<file path="src/rtl/axi_burst_to_bulk_read.sv">
// AXI4 read-only slave: splits full-width INCR bursts into bulk-read chunks (<= BULK_MAX_BEATS,
// never crossing 4 KiB) and returns the data through a 2-entry registered skid FIFO.
module axi_burst_to_bulk_read #(
  parameter int unsigned ADDR_W         = 32,
  parameter int unsigned DATA_W         = 64,
  parameter int unsigned BULK_MAX_BEATS = 16
) (
  input  logic                              clk_i,
  input  logic                              rst_i,
  input  logic                              ar_valid_i,
  output logic                              ar_ready_o,
  input  logic [ADDR_W-1:0]                 ar_addr_i,
  input  logic [7:0]                        ar_len_i,
  output logic                              r_valid_o,
  input  logic                              r_ready_i,
  output logic [DATA_W-1:0]                 r_data_o,
  output logic [1:0]                        r_resp_o,
  output logic                              r_last_o,
  output logic                              bulk_req_valid_o,
  input  logic                              bulk_req_ready_i,
  output logic [ADDR_W-1:0]                 bulk_req_addr_o,
  output logic [$clog2(BULK_MAX_BEATS):0]   bulk_req_beats_o,
  input  logic                              bulk_data_valid_i,
  output logic                              bulk_data_ready_o,
  input  logic [DATA_W-1:0]                 bulk_data_i,
  input  logic                              bulk_data_err_i
);

  localparam int unsigned Bytes  = DATA_W / 8;
  localparam int unsigned ByteW  = $clog2(Bytes);
  localparam int unsigned BeatsW = $clog2(BULK_MAX_BEATS) + 1;

  typedef enum logic [1:0] {StIdle, StIssue, StStream, StDrain} state_e;

  state_e              state_q, state_d;
  logic [ADDR_W-1:0]   addr_q, addr_d;
  logic [8:0]          remain_q, remain_d;
  logic [BeatsW-1:0]   cnt_q, cnt_d;
  logic [BeatsW-1:0]   chunk;
  logic [12:0]         page_beats;

  logic [DATA_W-1:0]   fdata_q [2];
  logic [1:0]          ferr_q, flast_q;
  logic                wr_ptr_q, rd_ptr_q;
  logic [1:0]          count_q;
  logic                fifo_full, fifo_empty;
  logic                push, push_last, pop;

  function automatic logic [12:0] min13(input logic [12:0] a, input logic [12:0] b);
    return (a < b) ? a : b;
  endfunction

  // Beats left before the next 4 KiB page boundary (1..4096/Bytes).
  assign page_beats = (13'd4096 - {1'b0, addr_q[11:0]}) >> ByteW;
  assign chunk      = BeatsW'(min13(min13(13'(remain_q), 13'(BULK_MAX_BEATS)), page_beats));

  assign fifo_full  = (count_q == 2'd2);
  assign fifo_empty = (count_q == 2'd0);
  assign pop        = r_valid_o & r_ready_i;

  assign bulk_req_addr_o = addr_q;

  always_comb begin
    state_d           = state_q;
    addr_d            = addr_q;
    remain_d          = remain_q;
    cnt_d             = cnt_q;
    ar_ready_o        = 1'b0;
    bulk_req_valid_o  = 1'b0;
    bulk_req_beats_o  = '0;
    bulk_data_ready_o = 1'b0;
    push              = 1'b0;
    push_last         = 1'b0;
    case (state_q)
      StIdle: begin
        ar_ready_o = 1'b1;
        if (ar_valid_i) begin
          addr_d   = ar_addr_i & ~ADDR_W'(Bytes - 1);
          remain_d = {1'b0, ar_len_i} + 9'd1;
          state_d  = StIssue;
        end
      end
      StIssue: begin
        bulk_req_valid_o = 1'b1;
        bulk_req_beats_o = chunk;
        if (bulk_req_ready_i) begin
          cnt_d    = chunk;
          addr_d   = addr_q + (ADDR_W'(chunk) << ByteW);
          remain_d = remain_q - 9'(chunk);
          state_d  = StStream;
        end
      end
      StStream: begin
        bulk_data_ready_o = ~fifo_full;
        if (bulk_data_valid_i && !fifo_full) begin
          push      = 1'b1;
          push_last = (remain_q == 9'd0) && (cnt_q == BeatsW'(1));
          cnt_d     = cnt_q - BeatsW'(1);
          if (cnt_q == BeatsW'(1)) begin
            state_d = (remain_q != 9'd0) ? StIssue : StDrain;
          end
        end
      end
      StDrain: begin
        if (pop && r_last_o) begin
          state_d = StIdle;
        end
      end
      default: state_d = StIdle;
    endcase
  end

  always_ff @(posedge clk_i or posedge rst_i) begin
    if (rst_i) begin
      state_q  <= StIdle;
      addr_q   <= '0;
      remain_q <= '0;
      cnt_q    <= '0;
    end else begin
      state_q  <= state_d;
      addr_q   <= addr_d;
      remain_q <= remain_d;
      cnt_q    <= cnt_d;
    end
  end

  // Storage needs no reset: outputs are gated by the occupancy count.
  always_ff @(posedge clk_i) begin
    if (push) begin
      fdata_q[wr_ptr_q] <= bulk_data_i;
      ferr_q[wr_ptr_q]  <= bulk_data_err_i;
      flast_q[wr_ptr_q] <= push_last;
    end
  end

  always_ff @(posedge clk_i or posedge rst_i) begin
    if (rst_i) begin
      wr_ptr_q <= 1'b0;
      rd_ptr_q <= 1'b0;
      count_q  <= 2'd0;
    end else begin
      if (push) wr_ptr_q <= ~wr_ptr_q;
      if (pop)  rd_ptr_q <= ~rd_ptr_q;
      unique case ({push, pop})
        2'b10:   count_q <= count_q + 2'd1;
        2'b01:   count_q <= count_q - 2'd1;
        default: count_q <= count_q;
      endcase
    end
  end

  assign r_valid_o = ~fifo_empty;
  assign r_data_o  = fifo_empty ? '0 : fdata_q[rd_ptr_q];
  assign r_resp_o  = {~fifo_empty & ferr_q[rd_ptr_q], 1'b0};
  assign r_last_o  = ~fifo_empty & flast_q[rd_ptr_q];

endmodule

</file>
<file path="config.mk">
export PLATFORM = sky130hd
export DESIGN_NAME = axi_burst_to_bulk_read
export DESIGN_NICKNAME = d
export VERILOG_FILES = /design/src/rtl/axi_burst_to_bulk_read.sv
export SDC_FILE = /design/constraint.sdc
export NUM_CORES = 1
export LEC_CHECK = 0
export ABC_AREA = 1
export CAP_MARGIN = 20
export CORE_ASPECT_RATIO = 1.25
export CORE_MARGIN = 5
export CORE_UTILIZATION = 30
export DETAILED_ROUTE_END_ITERATION = 8
export PLACE_DENSITY = 0.49
export RECOVER_POWER = 100
export SLEW_MARGIN = 0
export SYNTH_ARGS = -nofsm -noshare
export SYNTH_HDL_FRONTEND = slang
export SYNTH_SLANG_ARGS = --single-unit
</file>
<file path="constraint.sdc">
create_clock -name clk_i -period 5.83 [get_ports clk_i]
set_clock_uncertainty 0.1 [all_clocks]
set_input_delay 0.8745 -clock clk_i [delete_from_list [all_inputs] [get_ports clk_i]]
set_output_delay 0.8745 -clock clk_i [all_outputs]
set_load 0.005 [all_outputs]
</file>
==> flow_summary.toml, run 1 <==
[clock_tree]
clock_sinks = 181
cts_root_buf = "clkbuf_16"
post_cts_buffers = 0
clkLatencyLatePin_ns = 0.43
clockBufferDepth = 2
cts_htree_levels = 4
cts_made_buffers = 17
hold_buffers = 0
cts_tree = "yes"
cts-resized-gates = 0
cts.clk_slew.worst_paths_ns = 0.07

[place]
portBuffers = 211
hpwl_um = 18100
routabilityCongestion = 0.819

[floorplan]
num_rows = 71
die_w_um = 166
initial_core_util_pct = 30.3
core_area_um2 = 30100
die_height_um = 205
die_area_um2 = 34100
boundaryPins = 219

[yosys]
synth.avg_cell_area_um2 = 9.14
ys_seq_elements = 181
netlist_instances = 999
async_flop_share_pct = 27.1
ys.flop_type = "edfxtp_1"
synth_cell_types = 45
yosysSeqAreaShare_pct = 56.8
yosysWarnings = 0
synth_area_um2 = 9130
synth_edf_count = 132

[power_and_ir_drop]
p_leak_nw = 4.98
powerDensity_nw_per_um2 = 510
ir_drop_mv = 0.199
power_mw = 6.21

[layout]
nets = 1341
area_growth_pct = 33.4
seq_area_um2 = 5190
layout_common_cells = "284 x nand2_1, 167 x dlygate4sd3_1, 132 x edfxtp_1"
multiInputGateArea_um2 = 3390
final_common_cell = "nand2_1"
fill_cells = 2981
drive_gt1_share_pct = 4.85

[worst_hold_path]
hold_start = "cnt_q[2]"
hold_path_class = "flop to flop"

[setup_path]
cp-end-kind = "primary output"
crit_type = "flop to primary output"
r2r_slack_ns = 1.27
cp_max_fo = 56
r2r_start = "bulk_req_addr_o[3]"
crit_required_ns = 4.86
crit_start = "state_q[0]"
cp.arrival_ns = 3.85
endpoint = "bulk_req_valid_o"
r2r_end = "bulk_req_addr_o[20]"
start_kind = "flop"
r2r_cells = 27

[timing]
slew_violations = 306
slew_headroom_pct = -98.6
rsz0062_at_grt = "no"
fmax_mhz = 207
final.setup.tns_ns = 0
period_share_pct = 82.7
final-setup-viol-count = 0
period_minus_slack_ns = 4.82
tightest_slew_ns = 2.98
hold_violations = 0

[global_route]
gr-total-overflow = 0
grt_usage_pct = 15.1
grt_first_pass_wirelength_um = 40500
antenna_found_initial = 5
grt_pass1_vias = 7330
grt_max_degree = 67

[route]
vias = 7576
detail_route.wl_per_cell_um = 16.2
drc = 0
wl_um = 26200
dr.first_iter.drc_count = 422
first_pass_iters = 5
final_antenna_net_count = 0
drt-vias-per-instance = 4.68

[outcome]
status = "complete, but fails checks"
violations = "max-capacitance violations, max-slew violations"

[run]
cap_violations = 6
[worst min path at each step]
stage	end	slack [ns]	depth (start not counted)
after floorplan	cnt_q[1]	0.35	2
final	cnt_q[2]	0.38	2
after CTS	cnt_q[2]	0.38	2
after global routing	wr_ptr_q	0.43	1
after global placement	cnt_q[2]	0.36	2
after detailed placement	cnt_q[2]	0.36	2
[area by class of cell]
class,instances,area share [%]
antenna,2,0.0411
sequential,181,42.6
multi-input combinational,688,27.8
timing repair buffer,220,17.7
clock buffer,18,3.52
tap,401,4.12
inverter,96,2.96
clock inverter,14,1.20
[report_power, final]
group,switching [mW],leakage (nW),internal [mW],total [mW]
registers,0.266,1.78,1.70,1.97
clock network,0.528,0.280,0.604,1.13
logic,1.82,2.92,1.29,3.11
[critical path, cell delays in order, from the launching register on]
cell and delay, ns:
dfrtp_1 0.44, inv_1 0.08, nor2_1 0.17, clkbuf_1 1.87, clkdlybuf4s50_1 0.82
[metrics by stage]
stage          instance area, µm²  cells  hold slack (ns)  worst slack (ns)  utilization (%)
4_1_cts                     12300   1618            0.384              1.28             40.7
3_5_place_dp                11700   1586            0.365              1.61             38.8
2_1_floorplan                9160   1006            0.349              1.32                -
3_3_place_gp                11700   1586            0.364              1.60             38.8
5_1_grt                     12200   1619            0.429             0.648             40.5
6_report                    12200   1620            0.378              1.01             40.5
[metal layers]
layer	up-vias	GRT usage (%)	routed length (µm)
met5	-	0	14
met4	4	3.86	319
met3	22	3.96	1570
met2	203	26.0	12800
met1	3596	18.9	11600
li1	3751	-	-
[cells by family (layout without fill, tap and decap cells)]
family	Yosys count	in the layout	synth area share, %
and+or+nand+nor	458	458	21.1
DFF	181	181	56.8
AOI/OAI and AO/OA	176	176	10.4
buffers and inverters	137	348	6.00
adders and majority gates	26	26	3.73
xor gates and xnor gates	19	19	1.82
other	1	10	0.0411
muxes	1	1	0.110
[registers in the layout, summed over array words and instances (netlist names)]
register	flops
flast_q	2
fdata_q	128
cnt_q	5
count_q	2
rd_ptr_q	1
bulk_req_addr_o	29
ferr_q	2
remain_q	9
wr_ptr_q	1
state_q	2
[cell usage after synthesis, types with 3 or more instances]
library cell  number  area share [%]
nand3_1           48             2.6
nand4_1            9            0.62
dfrtp_1           49              13
nor2_2             6            0.41
inv_1             89             3.7
xnor2_1            6            0.58
nand2_2            6            0.41
edfxtp_1         132              43
clkbuf_1          19            0.78
o21ai_1           12            0.66
o22ai_1            8            0.55
ha_1              24             3.3
or2_2              3            0.21
a21oi_1           96             5.3
o21ai_0           37             2.0
buf_1              7            0.29
buf_4              6            0.49
o211ai_1           3            0.25
nand3b_1           3            0.25
nand2_1          281              12
xor2_1            13             1.2
buf_2              9            0.49
nor2_1            84             3.5
a31oi_1           11            0.75
nor3_1             7            0.38
inv_2              7            0.29
Note: power is estimated with default switching activity, not from simulation.
==> run 2, diff against run 1 <==
Settings changed: PLACE_DENSITY 0.49 to 0.51.
Clock period 5.83 ns to 4.1 ns, I/O delays scaled along.
==> run 2 against run 1 <==
Net effect: the run now ends clean; critical path depth is 14 higher; sequential share of layout area fell by 1.0 points; clock-buffer cell count is 1 lower.
==> flow_summary.toml, run 2 (synthesized netlist as in run 1, its figures left out) <==
[floorplan]
die_height_um = 205
initial_core_util_pct = 30.3
core_area_um2 = 30100
die_w_um = 166
boundaryPins = 219
die_area_um2 = 34100
num_rows = 71

[route]
dr.first_iter.drc_count = 306
final_antenna_net_count = 0
vias = 7553
drt-vias-per-instance = 4.64
drc = 0
first_pass_iters = 5
detail_route.wl_per_cell_um = 16.2
wl_um = 26500

[clock_tree]
cts_root_buf = "clkbuf_16"
cts.clk_slew.worst_paths_ns = 0.08
cts_tree = "yes"
hold_buffers = 0
clockBufferDepth = 2
clkLatencyLatePin_ns = 0.44
clock_sinks = 181
cts_htree_levels = 4
cts_made_buffers = 17

[setup_path]
start_kind = "flop"
r2r_start = "bulk_req_addr_o[3]"
crit_type = "flop to primary output"
cp_max_fo = 6
r2r_cells = 26
crit_start = "bulk_req_addr_o[5]"
crit_required_ns = 3.38
cp.arrival_ns = 3.15
cp-end-kind = "primary output"

[place]
routabilityCongestion = 0.859
pre_cts_slack_ns = 0.0629
hpwl_um = 18400
portBuffers = 211

[run]
cap_violations = 0

[timing]
period_share_pct = 94.4
period_minus_slack_ns = 3.87
hold_violations = 0
worst_slack_ns = 0.232
final-setup-viol-count = 0
slew_headroom_pct = 9.10
slew_violations = 0
tightest_slew_ns = 1.36
fmax_mhz = 259

[layout]
final_common_cell = "nand2_1"
antenna_cells = 0
area_growth_pct = 36.8
fill_cells = 2995
layout_common_cells = "275 x nand2_1, 132 x edfxtp_1, 114 x clkdlybuf4s50_1"
nets = 1352
drive_gt1_share_pct = 9.20
top_register = "fdata_q"
largest_register_ffs = 128

[global_route]
grt_usage_pct = 15.3
grt_max_degree = 67
gr-total-overflow = 0
antenna_found_initial = 2
grt_first_pass_wirelength_um = 41100
grt_pass1_vias = 7524

[power_and_ir_drop]
ir_drop_mv = 0.358
powerDensity_nw_per_um2 = 746
power_mw = 9.32
p_leak_nw = 5.04

[worst_hold_path]
holdPathStages = 2
hold_path_class = "flop to flop"
hold_start = "cnt_q[1]"

[outcome]
status = "finished, final reports clean"
==> run 2: cell count changes in the layout (fill, tap and decap cells not counted), sizes merged <==
| cell | before | now |
|---|---|---|
| buf | 3 | 14 |
| clkbuf | 24 | 23 |
| clkdlybuf4s50 | 44 | 114 |
| clkinv | 7 | 8 |
| clkinvlp | 1 | 0 |
| diode | 2 | 0 |
| dlygate4sd3 | 167 | 94 |
| dlymetal6s2s | 0 | 3 |
| inv | 101 | 102 |
==> run 2: stage by stage <==
step / setup TNS [ns] / hold slack [ns] / utilization (%) / std cells / instance area [µm²]
floorplan: -34.34 / 0.349 / - / 1006 / 9160
global placement: 0 / 0.366 / 39.1 / 1592 / 11800
detailed placement: 0 / 0.365 / 39.1 / 1592 / 11800
CTS: 0 / 0.384 / 41.1 / 1624 / 12400
global route: -0.00993 / 0.425 / 41.5 / 1629 / 12500
finish: 0 / 0.381 / 41.5 / 1629 / 12500
==> run 2: path summary, 6_finish.rpt <==
kind / slack, ns / end
min reg2reg: 0.38 / cnt_q[1]
max reg2reg: 0.29 / bulk_req_addr_o[13]
min in group asynchronous: 0.75 / remain_q[2]
max: 0.23 / bulk_req_beats_o[0]
max in group asynchronous: 1.52 / bulk_req_addr_o[28]
min: 0.38 / cnt_q[1]
==> run 2: per-layer routing <==
metal / vias to the layer above / part of all wire (%) / track usage [%]
met4: 0 / 2.3 / 5.10
met1: 3531 / 42 / 19.3
met3: 34 / 6.0 / 3.67
met2: 215 / 49 / 25.8
li1: 3773 / - / -
met5: - / 0 / 0
==> run 2: timing repair <==
item                                    in CTS  in global routing
pin swaps                                    0                 12
setup buffers                                0                  5
resized for setup                            4                 38
endpoints found under the setup margin       5                 32
endpoints found under the hold margin        0                  0
gates cloned                                 0                  0
==> run 2: area by class of cell <==
type / count / area (µm²) / share of cell area, %
well taps: 401 / 502 / 4.02
clock buffers: 17 / 425 / 3.41
clock inverters: 15 / 186 / 1.49
multi-input cells: 688 / 3560 / 28.5
inverters: 96 / 360 / 2.88
repair buffers: 231 / 2270 / 18.2
flip-flops and latches: 181 / 5190 / 41.6
==> run 2: power by group <==
part	total (mW)	internal, mW	switching (mW)
Sequential	2.78	2.41	0.363
Clock	1.67	0.878	0.792
Combinational	4.88	2.09	2.78
==> run 2: critical path: stages, from the launching register on <==
cell and delay (ns):
dfrtp_2 0.44, inv_2 0.08, nand2_1 0.08, nor2_4 0.14, nand3_1 0.09, xor2_1 0.16, ha_1 0.29, nand2_1 0.06
inv_1 0.04, nand2_1 0.06, nand2_1 0.05, nand4_1 0.09, nand2_1 0.06, inv_2 0.12, nand2_4 0.08, nand2_1 0.11
nand2_2 0.10, nor2_2 0.15, clkdlybuf4s50_1 0.53
==> run 3, diff against run 2 <==
--- a/config.mk
+++ b/config.mk
@@ -14,4 +14,5 @@
 export PLACE_DENSITY = 0.51
 export RECOVER_POWER = 100
+export REMOVE_ABC_BUFFERS = 1
 export SLEW_MARGIN = 0
 export SYNTH_ARGS = -nofsm -noshare
--- a/constraint.sdc
+++ b/constraint.sdc
@@ -3,3 +3,3 @@
 set_input_delay 0.615 -clock clk_i [delete_from_list [all_inputs] [get_ports clk_i]]
 set_output_delay 0.615 -clock clk_i [all_outputs]
-set_load 0.005 [all_outputs]
+set_load 0.01 [all_outputs]
==> run 3 against run 2 <==
Net effect: the flow now finishes with violations (max-capacitance violations, max-slew violations); global-route usage shrank 0.53 points; combinational power up 4.1%; first-iteration DRC count rose by 39%; clock-buffer cell count unchanged; non-clock buffer count is 9 higher; via count increased by 0.75%; sequential power is essentially flat; sequential share of layout area grew 0.14 points; flip-flop and latch count unchanged; critical path type unchanged; largest power group unchanged.
==> flow_summary.toml, run 3 (synthesized netlist as in run 1, its figures left out) <==
[place]
post-place-cells = 1599
pre_cts_slack_ns = 0.0522
portBuffers = 211
hpwl_um = 17500
routabilityCongestion = 0.794

[outcome]
status = "complete, but fails checks"
violations = "max-capacitance violations, max-slew violations"

[power_and_ir_drop]
power.share.clock_pct = 16.7
p_int_mw = 5.35
power_switching_mw = 4.07
powerDensity_nw_per_um2 = 757
sw_frac_of_total_pct = 43.2
power_frac_comb_pct = 54.0
power_mw = 9.42
power_frac_seq_pct = 29.3
ir_drop_mv = 0.253
p_leak_nw = 5.04

[timing]
hold_violations = 0
period_share_pct = 92.2
tightest_slew_ns = 1.59
final-setup-viol-count = 0
fmax_mhz = 264
slew_violations = 27
worst_slack_ns = 0.319
slew_headroom_pct = -6.31
rsz0062_at_grt = "no"
period_minus_slack_ns = 3.78

[route]
first_pass_iters = 5
dr.first_iter.drc_count = 426
vias = 7610
wl_um = 25600
drt-vias-per-instance = 4.65
detail_route.wl_per_cell_um = 15.6
final_antenna_net_count = 0
drc = 0

[setup_path]
start_kind = "flop"
cp-end-kind = "primary output"
crit_type = "flop to primary output"
worst_path_dominant_cell_family = "simple AND/OR/NAND/NOR gates"
r2r_cells = 28
cp.arrival_ns = 3.07
cpMostUsedCell = "nor2_1"
crit_required_ns = 3.38
cp_cell_sequence = "inv_2, ha_2, nand3_2, nor2_2, inv_1, nor2_1, o21ai_0, o21ai_0, ha_1, nand3_1, nor2_1, nand2_2, nand2_2, buf_4, nand2_1, nand2_1, inv_2, nor2_1, dlygate4sd2_1"
path_buf_inv = 5
cp.depth = 19
cpMaxStageDelayCell = "dfrtp_1"
cp_max_fo = 4
slowest_delay_ns = 0.40

[layout]
seq_area_um2 = 5190
largest_register_ffs = 128
fill_cells = 2954
final_common_cell = "nand2_1"
drive_gt1_share_pct = 8.89
top_register = "fdata_q"
antenna_cells = 0
area_growth_pct = 36.3
fin_cells = 1638
layout_common_cells = "278 x nand2_1, 132 x edfxtp_1, 108 x clkdlybuf4s50_1"
nets = 1361
multiInputGateArea_um2 = 3500

[floorplan]
num_rows = 71
boundaryPins = 219
die_w_um = 166
core_area_um2 = 30100
initial_core_util_pct = 30.3
die_height_um = 205
die_area_um2 = 34100

[worst_hold_path]
holdPathStages = 2
hold_path_class = "flop to flop"

[clock_tree]
clkLatencyLatePin_ns = 0.44
clockBufferDepth = 2
cts_root_buf = "clkbuf_16"
hold_buffers = 0
cts.clk_slew.worst_paths_ns = 0.08
cts_tree = "yes"
clock_sinks = 181
cts_htree_levels = 4
cts_made_buffers = 17

[global_route]
grt_max_degree = 67
grt_usage_pct = 14.7
grt_first_pass_wirelength_um = 40000
gr-total-overflow = 0
grt_pass1_vias = 7417
antenna_found_initial = 0

[run]
cap_violations = 1
==> run 3: worst paths after layout <==
path	from	endpoint	slack (ns)
max	bulk_req_addr_o[4]	bulk_req_beats_o[3]	0.32
min	cnt_q[1]	cnt_q[1]	0.39
max reg2reg	bulk_req_addr_o[4]	bulk_req_addr_o[31]	0.33
min reg2reg	cnt_q[1]	cnt_q[1]	0.39
max in group asynchronous	rst_i	bulk_req_addr_o[11]	1.16
min in group asynchronous	rst_i	bulk_req_addr_o[13]	0.74
==> run 3: routing by layer <==
layer  track usage, %  up-vias  routed length, µm
li1                 -     3785                  -
met1             19.0     3593              11100
met2             25.2      215              12600
met3             3.71       17               1640
met4             3.21        0                252
met5                0        -                  0
==> run 3: repair_timing <==
action                     CTS  global route
setup endpoints to repair    3            31
setup buffers                0             7
gates resized for setup      4            26
pin swaps                    0             8
==> run 3: worst register-to-register path: cells and delay by family, from the launching register on <==
kind	cells	cell delay (ns)
buffers and inverters	3	0.21
adders and majority gates	4	0.96
AOI/OAI and AO/OA	5	0.52
and+or+nand+nor	16	1.49
DFF	1	0.40
==> run 3: layout make-up <==
class                           instances  area share, %
Tap cell                              401           4.03
Sequential cell                       181           41.7
Multi-Input combinational cell        688           28.1
Clock buffer                           17           3.42
Inverter                               96           2.90
Clock inverter                         15           1.08
Timing Repair Buffer                  240           18.7
==> run 3: power groups by stage <==
stage                     logic [mW]  clock network [mW]  registers [mW]
final                           5.08                1.58            2.76
after global routing            5.69                1.72            2.82
after CTS                       5.11                1.63            2.77
after detailed placement        5.09                   0            2.81
after global placement          5.06                   0            2.81
after floorplan                 2.73                   0            2.86
==> run 3: stage by stage <==
step	area [µm²]	util [%]	hold WS, ns	setup TNS, ns
2_1_floorplan	8970	-	0.349	-35.61
3_3_place_gp	11800	39.2	0.367	0
3_5_place_dp	11800	39.2	0.374	0
4_1_cts	12400	41.1	0.394	0
5_1_grt	12400	41.3	0.421	0
6_report	12400	41.3	0.387	0
==> patch 1 (config.mk and constraints of run 3) <==
`DATA_W`: 64 -> 128.
--- a/src/rtl/axi_burst_to_bulk_read.sv
+++ b/src/rtl/axi_burst_to_bulk_read.sv
@@ -2,7 +2,7 @@
 // never crossing 4 KiB) and returns the data through a 2-entry registered skid FIFO.
 module axi_burst_to_bulk_read #(
   parameter int unsigned ADDR_W         = 32,
-  parameter int unsigned DATA_W         = 64,
+  parameter int unsigned DATA_W         = 128,
   parameter int unsigned BULK_MAX_BEATS = 16
 ) (
   input  logic                              clk_i,
Ports: changed (resized bulk_data_i and r_data_o); port bits go from 219 to 347. No check against the original RTL was run, so the function may have changed too.
==> patch 1 against run 3 <==
  * Die area rose by 51%
  * The run still ends with capacitance limit, slew limit left
  * Critical path depth decreased by 2
  * Power rose by 58%
  * Sequential share of layout area grew 4.6 points
  * Worst setup slack got worse by 34 ps
  * Combinational power increased by 44%
  * Critical path type unchanged
  * Wire length up 66%
  * Cell area grew 56%
  * Global-route usage increased by 1.4 points
  * Sequential cell count up 127
  * Final cell count increased by 48%
  * Synthesized area increased by 54%
==> patch 1: results <==
run_status:
  status: "finished, violations left"
  violations: "capacitance limit, slew limit"
clocking:
  clockBufferDepth: 3
  ctsResizeCount: 8
  clock_latency_ps: 530
  cts_buffers: 36
  clock_sinks: 308
  cts.clk_slew.worst_paths_ps: 60
grt:
  grt_pass1_wl_um: 65200
  grt_max_degree: 132
  grt_pass1_vias: 11300
  use_met3_pct: 7.78
  grt_use_total_pct: 16.1
  grtUsageMet1_pct: 19.1
  antenna_found_initial: 21
  use_met2_pct: 26.5
pwr:
  ir_drop_mv: 0.394
  p_seq_mw: 4.44
  p_comb_share_pct: 49.0
  p_total_mw: 14.9
  leakagePower_nw: 7.57
place:
  dp_cells: 2347
  placed_area_sq_um: 18300
  io_buffers: 337
  dp_slack_ps: 162
min_path:
  whs_path_depth: 1
  hold_path_end: "wr_ptr_q"
  hold_start: "wr_ptr_q"
synthesis:
  synthTopCellsByArea: "edfxtp_1 55%, nand2_1 13%, dfrtp_1 8.5%, a21oi_1 5.4%, nor2_1 2.5%"
  synthArstFlopShare_pct: 15.6
  seq_area_frac_synth_pct: 63.9
  synth_edf_count: 260
  synth.area.mux_share_pct: 0
  netlist-cell-type-count: 39
  synth-xor-area-share_pct: 0.994
  synth_cells: 1415
  synth_compound_gate_area_share_pct: 7.53
  synth_fa_ha_area_share_pct: 2.41
layout:
  clkbuf_count: 45
  buf_share_pct: 18.6
  fin_util_pct: 42.0
  drive_above_1_share_pct: 7.68
  buffers: 362
  regArea_sq_um: 9010
  nMultiInputCombCells: 956
  instances_no_fill: 2423
  nets: 1959
  nFillCells: 4431
  inv_count: 94
  clkCellAreaFrac_pct: 5.89
worst_setup_path:
  cp.arrival_ps: 3100
  reg2regPathDepth: 24
  r2r-end: "bulk_req_addr_o[18]"
run:
  max_cap_viol_count: 1
sta:
  holdWs_ps: 407
  slew_headroom_pct: -11.2
  slew_violations: 38
route:
  viasPerCell: 4.56
  drt-total-wl_um: 42600
die:
  die-area_sq_um: 51500
[patch 1: how the worst max path moves through the flow]
| stage | slack [ps] | end | depth (start not counted) | from |
|---|---|---|---|---|
| floorplan | -3050 | fdata_q[0][0] | 4 | bulk_data_valid_i |
| global placement | 190 | bulk_req_addr_o[12] | 24 | bulk_req_addr_o[6] |
| detailed placement | 160 | bulk_req_addr_o[11] | 23 | bulk_req_addr_o[6] |
| CTS | -200 | bulk_req_beats_o[1] | 16 | bulk_req_addr_o[4] |
| global route | -30 | bulk_req_addr_o[11] | 22 | bulk_req_addr_o[4] |
| finish | 280 | bulk_req_beats_o[4] | 17 | bulk_req_addr_o[4] |
[patch 1: metal layers]
layer / up-vias / routed length (um)
met2: 310 / 20000
met3: 84 / 4350
met1: 5189 / 17100
met5: - / 125
li1: 5437 / -
met4: 20 / 997
==> patch 2 (flow settings as in run 3) <==
Made on the original files. Re-encode `state_e` (4 states) as Gray code, 2 bits wide.
--- a/src/rtl/axi_burst_to_bulk_read.sv
+++ b/src/rtl/axi_burst_to_bulk_read.sv
@@ -30,7 +30,7 @@
   localparam int unsigned ByteW  = $clog2(Bytes);
   localparam int unsigned BeatsW = $clog2(BULK_MAX_BEATS) + 1;
 
-  typedef enum logic [1:0] {StIdle, StIssue, StStream, StDrain} state_e;
+  typedef enum logic [1:0] {StIdle = 2'b00, StIssue = 2'b01, StStream = 2'b11, StDrain = 2'b10} state_e;
 
   state_e              state_q, state_d;
   logic [ADDR_W-1:0]   addr_q, addr_d;
Check against the original RTL: same outputs for any inputs over 4 cycles, from zero or initial values and one cycle with rst_i high; so few cycles prove little.
==> patch 2 against run 3 <==
  * The run still ends with capacitance limit, slew limit left
  * Wire length up 2.4%
  * Count of clock-buffer cells in the layout unchanged
  * First-iteration DRC count up 4.0%
  * Power up 5.2%
  * Clock power up 3%
  * Cell area up 0.70%
  * Synthesized area up 1.7%
  * Sequential cell count unchanged
  * Critical path depth up 9
  * Worst setup slack worse by 6.4 ps
  * Global-route usage up 0.12 points
  * Die area up 1.6%
  * Combinational power up 6.3%
  * Critical path type is now reg -> reg
==> patch 2: results <==
synthesis:
  synth_fa_ha_area_share_pct: 3.67
  avgSynthCellArea_sq_um: 9.04
  synthTopCellsByArea: "edfxtp_1 43%, dfrtp_1 13%, nand2_1 12%, a21oi_1 5.3%, nor2_1 3.7%"
  netlist_top_cells_count: "305 x nand2_1, 132 x edfxtp_1, 99 x a21oi_1, 92 x nor2_1, 82 x inv_1"
  netlist-cell-type-count: 47
  synth_compound_gate_area_share_pct: 10.4
  seq_area_frac_synth_pct: 55.9
  synth-xor-area-share_pct: 1.51
place:
  dp_cells: 1624
  dp_slack_ps: 39.9
  placed_area_sq_um: 11900
grt:
  grt_pass1_vias: 7458
  antenna_found_initial: 1
  grt_use_total_pct: 14.9
layout:
  nFillCells: 3052
  drive_above_1_share_pct: 9.01
  final_cell_area_sq_um: 12500
route:
  viasPerCell: 4.60
  wl_met3_um: 1500
  drt-total-wl_um: 26200
  wl_met1_um: 11700
  wl_met2_um: 12700
worst_setup_path:
  cp.arrival_ps: 4010
run_status:
  status: "finished, violations left"
  violations: "capacitance limit, slew limit"
pwr:
  intPower_mw: 5.58
sta:
  slew_headroom_pct: -21.9
  slew_violations: 241
  holdWs_ps: 429
run:
  max_cap_viol_count: 4
[patch 2: cell types whose count changed after synthesis, moves of 5 or more]
cell / before / now
nand2_1: 281 / 305
nor2_1: 84 / 92
o21ai_1: 12 / 7
inv_1: 89 / 82
buf_6: 0 / 7
[patch 2: worst max path at each step]
| stage | start | cells past startpoint | slack (ps) | endpoint |
|---|---|---|---|---|
| after floorplan | state_q[1] | 4 | -340 | fdata_q[0][0] |
| after global placement | bulk_req_addr_o[4] | 29 | 100 | bulk_req_addr_o[19] |
| after detailed placement | bulk_req_addr_o[4] | 29 | 40 | bulk_req_addr_o[19] |
| after CTS | bulk_req_addr_o[4] | 29 | 20 | bulk_req_addr_o[19] |
| after global routing | bulk_req_addr_o[5] | 28 | -7 | bulk_req_addr_o[31] |
| final | bulk_req_addr_o[5] | 28 | 310 | bulk_req_addr_o[31] |
[patch 2: worst register-to-register path: cells and delay by family (launching register included)]
kind | cells | cell delay, ps
xor+xnor | 2 | 300
simple gates | 16 | 1310
flops | 1 | 420
compound gates | 2 | 170
buf+inv | 5 | 490
fa+ha+maj | 3 | 900
[patch 2: kinds of logic (layout without fill, tap and decap cells)]
group | count (synthesis) | in the layout
buffers and inverters | 135 | 355
AO/OA/AOI/OAI | 175 | 175
AND/OR/NAND/NOR | 493 | 493
flip-flops | 181 | 181
XOR/XNOR | 16 | 16
other | 1 | 8
adder cells (fa/ha/maj) | 26 | 26
[patch 2: area by class of cell]
type / instances / area, sq um / area share, %
clock buffers: 17 / 425 / 3.39
flip-flops and latches: 181 / 5190 / 41.4
well taps: 407 / 509 / 4.06
inverters: 90 / 338 / 2.70
repair buffers: 233 / 2270 / 18.1
multi-input cells: 718 / 3650 / 29.1
clock inverters: 15 / 155 / 1.24
[patch 2: layer usage]
metal  up-vias  GRT usage [%]
met5         -              0
met4         2           3.45
met3        17           3.66
met2       200           25.6
met1      3568           19.0
li1       3851              -
[patch 2: power groups by stage]
stage	Combinational (mW)	Clock (mW)	Sequential (mW)
after floorplan	2.94	0	2.97
after global placement	5.39	0	2.90
after detailed placement	5.41	0	2.91
after CTS	5.42	1.68	2.87
after global routing	6.04	1.76	2.96
final	5.40	1.62	2.89
[patch 2: repair_timing]
action | CTS | global route
endpoints found under the setup margin | 3 | 30
endpoints found under the hold margin | 0 | 0
gates resized for setup | 3 | 36
buffers inserted | 0 | 5
pin swaps | 0 | 8
